===== src/rtl/codificador_pkg.sv =====
// Shared types and constants for the debounced, registered 4-to-2 encoder.
// The optional PRIORITY_ENC_EN build macro is honoured by codificador_4x2_core.
package codificador_pkg;

    // Controller states: wait for a key, debounce it, present the code, wait for release.
    typedef enum logic [1:0] {
        IDLE    = 2'd0,
        STABLE  = 2'd1,
        OUT     = 2'd2,
        RELEASE = 2'd3
    } state_t;

    // Debounce counter width; wide enough for STABLE_CYCLES up to 15.
    localparam int CNT_W = 4;
    typedef logic [CNT_W-1:0] cnt_t;

    // One-hot request patterns and the index each one encodes to.
    localparam logic [3:0] ONEHOT_0 = 4'b0001;
    localparam logic [3:0] ONEHOT_1 = 4'b0010;
    localparam logic [3:0] ONEHOT_2 = 4'b0100;
    localparam logic [3:0] ONEHOT_3 = 4'b1000;

    localparam logic [1:0] IDX_0 = 2'd0;
    localparam logic [1:0] IDX_1 = 2'd1;
    localparam logic [1:0] IDX_2 = 2'd2;
    localparam logic [1:0] IDX_3 = 2'd3;

endpackage


===== src/rtl/codificador_4x2_core.sv =====
// Purely combinational 4-to-2 encoder.
// Build macro PRIORITY_ENC_EN: when defined, any nonzero pattern encodes to its
// highest set index and is reported as encodable (onehot=1, multihot=0); when
// undefined, only one-hot patterns encode and multi-hot patterns raise multihot.
module codificador_4x2_core
    import codificador_pkg::*;
(
    input  logic [3:0] pattern,
    output logic [1:0] Y,
    output logic       onehot,
    output logic       multihot
);

    // Map the pattern to an index and classify it as encodable or rejected.
    always_comb begin
        // NOTE: every output gets a default first so no path leaves it unassigned (no latch).
        Y        = IDX_0;
        onehot   = 1'b0;
        multihot = 1'b0;
`ifdef PRIORITY_ENC_EN
        onehot = |pattern;
        if (pattern[3]) begin
            Y = IDX_3;
        end else if (pattern[2]) begin
            Y = IDX_2;
        end else if (pattern[1]) begin
            Y = IDX_1;
        end else begin
            Y = IDX_0;
        end
`else
        case (pattern)
            ONEHOT_0: begin Y = IDX_0; onehot = 1'b1; end
            ONEHOT_1: begin Y = IDX_1; onehot = 1'b1; end
            ONEHOT_2: begin Y = IDX_2; onehot = 1'b1; end
            ONEHOT_3: begin Y = IDX_3; onehot = 1'b1; end
            default:  multihot = (pattern != 4'b0000);
        endcase
`endif
    end

endmodule


===== src/rtl/codificador_4x2_reg.sv =====
// Debounced, registered 4-to-2 encoder with a valid/ready handshake.
// D is synchronised into d_q, must hold STABLE_CYCLES identical nonzero samples,
// is encoded once, held until accepted, and re-armed only after D returns to 0.
// Build macro PRIORITY_ENC_EN selects priority encoding of multi-hot patterns
// (otherwise they are rejected with a one-cycle err pulse).
module codificador_4x2_reg
    import codificador_pkg::*;
#(
    parameter int STABLE_CYCLES = 2
) (
    input  logic       clk,
    input  logic       rst,
    input  logic [3:0] D,
    input  logic       ready,
    output logic [1:0] Y,
    output logic       valid,
    output logic       err
);

    localparam cnt_t STABLE_CNT = cnt_t'(STABLE_CYCLES);

    logic [3:0] d_q;
    state_t     state_q, state_next;
    logic [3:0] snap_q, snap_next;
    cnt_t       cnt_q, cnt_next;
    logic [1:0] y_q, y_next;
    logic       valid_q, valid_next;
    logic       err_q, err_next;

    logic       eval;
    logic [3:0] eval_pat;
    logic [1:0] enc_y;
    logic       enc_onehot;
    logic       enc_multihot;

    // Register the raw request lines; every decision below looks only at d_q.
    always_ff @(posedge clk or posedge rst) begin
        // NOTE: flops use non-blocking assignments so all registers update together at the edge.
        if (rst) begin
            d_q <= 4'b0000;
        end else begin
            d_q <= D;
        end
    end

    // In IDLE (STABLE_CYCLES=1) the fresh sample is evaluated; in STABLE d_q equals snap.
    assign eval_pat = (state_q == IDLE) ? d_q : snap_q;

    codificador_4x2_core u_core (
        .pattern  (eval_pat),
        .Y        (enc_y),
        .onehot   (enc_onehot),
        .multihot (enc_multihot)
    );

    // Next-state and next-output logic of the debounce/handshake controller.
    always_comb begin
        state_next = state_q;
        snap_next  = snap_q;
        cnt_next   = cnt_q;
        y_next     = y_q;
        valid_next = valid_q;
        err_next   = 1'b0;
        eval       = 1'b0;

        case (state_q)
            IDLE: begin
                if (d_q != 4'b0000) begin
                    snap_next = d_q;
                    cnt_next  = cnt_t'(1);
                    if (STABLE_CYCLES == 1) begin
                        eval = 1'b1;
                    end else begin
                        state_next = STABLE;
                    end
                end
            end
            STABLE: begin
                if (d_q == 4'b0000) begin
                    state_next = IDLE;
                end else if (d_q == snap_q) begin
                    cnt_next = cnt_q + cnt_t'(1);
                    eval     = (cnt_next == STABLE_CNT);
                end else begin
                    // A different nonzero pattern restarts the debounce window.
                    snap_next = d_q;
                    cnt_next  = cnt_t'(1);
                end
            end
            OUT: begin
                // Being in OUT means valid was already high before this edge.
                if (ready) begin
                    valid_next = 1'b0;
                    state_next = RELEASE;
                end
            end
            RELEASE: begin
                if (d_q == 4'b0000) begin
                    state_next = IDLE;
                end
            end
            default: state_next = IDLE;
        endcase

        if (eval) begin
            if (enc_onehot) begin
                y_next     = enc_y;
                valid_next = 1'b1;
                state_next = OUT;
            end else begin
                // Rejected pattern: flag it once, keep the previous code, wait for release.
                err_next   = enc_multihot;
                state_next = RELEASE;
            end
        end
    end

    // Controller and output registers; reset discards any pending code.
    always_ff @(posedge clk or posedge rst) begin
        if (rst) begin
            state_q <= IDLE;
            snap_q  <= 4'b0000;
            cnt_q   <= '0;
            y_q     <= 2'b00;
            valid_q <= 1'b0;
            err_q   <= 1'b0;
        end else begin
            state_q <= state_next;
            snap_q  <= snap_next;
            cnt_q   <= cnt_next;
            y_q     <= y_next;
            valid_q <= valid_next;
            err_q   <= err_next;
        end
    end

    assign Y     = y_q;
    assign valid = valid_q;
    assign err   = err_q;

endmodule

===== config.mk =====
export PLATFORM = sky130hd
export DESIGN_NAME = codificador_4x2_reg
export DESIGN_NICKNAME = d
export VERILOG_FILES = /design/src/rtl/codificador_pkg.sv /design/src/rtl/codificador_4x2_core.sv /design/src/rtl/codificador_4x2_reg.sv
export SDC_FILE = /design/constraint.sdc
export NUM_CORES = 1
export LEC_CHECK = 0
export ABC_AREA = 1
export CORE_ASPECT_RATIO = 1.75
export CORE_MARGIN = 1.5
export CORE_UTILIZATION = 40
export CTS_CLUSTER_SIZE = 8
export DETAILED_ROUTE_END_ITERATION = 7
export PLACE_DENSITY = 0.6
export SKIP_CTS_REPAIR_TIMING = 1
export SYNTH_ARGS = -nofsm -noshare
export SYNTH_HDL_FRONTEND = slang
export SYNTH_SLANG_ARGS = --single-unit

===== constraint.sdc =====
create_clock -name clk -period 1.7 [get_ports clk]
set_clock_uncertainty 0.2 [all_clocks]
set_input_delay 0.34 -clock clk [delete_from_list [all_inputs] [get_ports clk]]
set_output_delay 0.34 -clock clk [all_outputs]
set_load 0.02 [all_outputs]

==> results.yml <==
run_status:
  status: "finished clean"
die:
  die_w_um: 40.4
  die-area_um2: 2770
  initial_utilization_pct: 42.6
  core-area_um2: 2300
  die_h_um: 68.5
  rows: 23
  ios: 11
synthesis:
  yosysWarnings: 0
  syn_inst: 133
  synth_nets: 142
  synth_commonest_cells: "nand2_1 (52), dfrtp_1 (18), inv_1 (16)"
  synth_top_cell_by_area: "dfrtp_1"
  synth.most_common_cell: "nand2_1"
  synth_area_um2: 980
  syn_area_per_cell_um2: 7.37
  synth-seq-cells: 18
  yosysTopAreaCellShare_pct: 46.0
  ys_seq_area_share_pct: 46.0
  synth_edf_count: 0
  ys.flop_type: "dfrtp_1"
  synth_area_leaders: "dfrtp_1 (46%), nand2_1 (20%), inv_1 (6.1%)"
  yosysUniqueCellTypes: 16
  synthArstFlopShare_pct: 100
global_route:
  grt_pass1_wl_mm: 3.33
  antenna_found_initial: 0
  grt_max_degree: 19
  grt_use_total_pct: 17.5
  grt_pass1_vias: 842
  overflow: 0
drt:
  drt-initial-drc-count: 21
  drc: 0
  drtAntennaViolNets: 0
  met1Wirelength_um: 812
  first_pass_iters: 4
  wl_per_cell_um: 11.4
  highest-signal-layer: "met4"
  via_count: 855
  wl_met3_um: 60
  wl_met2_mm: 1.07
  viasPerCell: 4.89
  drt-total-wl_mm: 2.00
finish:
  nets: 160
  drive_gt1_share_pct: 17.3
  fillers: 227
  area_growth_pct: 26.2
  antenna_cells: 0
setup_path:
  path_class: "register to register"
  crit_required_ps: 1650
  cpPeakStageDelay_ps: 410
  crit_buf_inv: 0
  critPathLaunchType: "register"
  critPathCaptureType: "register"
  slowest_stage: "dfrtp_1"
  worstPathMaxFanout: 5
  cp.arrival_ps: 1570
  cp_top_family: "simple AND/OR/NAND/NOR gates"
  crit_chain: "ha_2 -> xor2_1 -> nor2_1 -> nand2_1 -> nor2_4 -> nand2_2 -> nand2_1 -> nand2_1"
  cpMostUsedCell: "nand2_1"
power_and_ir_drop:
  pwr_density_cell_nw_per_um2: 1560
  total_power_mw: 1.92
  vdd_ir_drop_max_mv: 0.859
  leakagePower_nw: 0.692
clock_tree:
  htreeDepth: 1
  insertion_delay_ps: 250
  cts.sinks: 18
  clock_path_buffers: 2
  root_buffer: "clkbuf_8"
  cts_tree: "yes"
  clkTransAtPathRegs_ps: 70
  cts_inserted_buffers: 3
run:
  cap_violations: 0
sta:
  slew_headroom_pct: 85.2
  post-route-period-util_pct: 95.1
  drv_slew: 0
  finalHoldViolCount: 0
  period_minus_slack_ps: 1620
  setup_tns_ps: 0
  tightest_slew_ps: 222
  rsz0062_at_grt: "yes"
  setup_violations: 0
  max_clock_freq_ghz: 0.618
placed_design:
  dp_hpwl_mm: 1.52
  io_buffers: 10
  gp_congestion: 0.803
min_path:
  hold_class: "input port to async pin"
-- tightest hold or removal path: cells and delay by family --
family | cells | cell delay [ps]
buf+inv | 3 | 670
-- where the power goes --
group	leakage, nW	internal [mW]	switching, mW
clock	0.0288	0.206	0.140
combinational	0.445	0.341	0.579
sequential	0.219	0.545	0.112
-- layout by cell type, fill, tap and decap left out, drive strengths merged --
cell type | synthesis | final
nand3 | 7 | 7
nor2 | 13 | 13
o21a | 1 | 1
inv | 18 | 18
o31ai | 2 | 2
buf | 0 | 3
a21oi | 2 | 2
dfrtp | 18 | 18
xor2 | 3 | 3
nand2 | 56 | 56
clkbuf | 0 | 4
nand4 | 1 | 1
ha | 2 | 2
o21ai | 10 | 10
clkdlybuf4s50 | 0 | 6
dlymetal6s2s | 0 | 4
-- metal layers --
layer	global-route usage, %	vias up
li1	-	446
met3	2.92	6
met2	30.8	18
met5	0	-
met1	18.2	385
met4	9.58	0
-- cell type report --
class | count | area, um2 | area share [%]
inverters | 18 | 67.6 | 5.47
flip-flops and latches | 18 | 453 | 36.6
clock buffers | 4 | 55.1 | 4.45
multi-input cells | 97 | 497 | 40.2
repair buffers | 13 | 133 | 10.7
well taps | 25 | 31.3 | 2.53
-- kinds of logic (layout without fill, tap and decap cells) --
logic type | after synthesis | after routing | share of synthesized area [%]
simple gates | 77 | 77 | 33.5
flops | 18 | 18 | 46.0
buf+inv | 18 | 35 | 6.90
compound gates | 15 | 15 | 8.43
xor+xnor | 3 | 3 | 2.68
fa+ha+maj | 2 | 2 | 2.55
-- path summary, 6_finish.rpt --
kind                                           start                endpoint  slack [ps]  depth (start not counted)
worst max-delay path            cnt_q[0]$_DFFE_PP0P_        Y[0]$_DFFE_PP0P_          80                          8
worst min-delay path                             rst    cnt_q[3]$_DFFE_PP0P_         190                          3
worst max register to register  cnt_q[0]$_DFFE_PP0P_        Y[0]$_DFFE_PP0P_          80                          8
worst min register to register      Y[1]$_DFFE_PP0P_        Y[1]$_DFFE_PP0P_         280                          2
max in group asynchronous                        rst  state_q[1]$_DFFE_PP0P_         900                          3
min in group clk                    Y[1]$_DFFE_PP0P_        Y[1]$_DFFE_PP0P_         280                          2
-- per-stage QoR --
stage / hold slack (ps) / instance area (um2) / setup WS (ps) / instances / util, %
2_1_floorplan: 78.6 / 980 / 170 / 133 / -
3_3_place_gp: 257 / 1120 / 73.8 / 169 / 48.6
3_5_place_dp: 273 / 1120 / 20.6 / 169 / 48.6
4_1_cts: 206 / 1170 / -54.7 / 173 / 51.0
5_1_grt: 244 / 1240 / -45.0 / 175 / 53.7
6_report: 192 / 1240 / 83.1 / 175 / 53.7
-- registers in the layout, summed over array words and instances (netlist names) --
name     flops
d_q          4
err          1
cnt_q        4
Y            2
valid        1
snap_q       4
state_q      2
No activity file was read; power rests on OpenSTA's default activity.
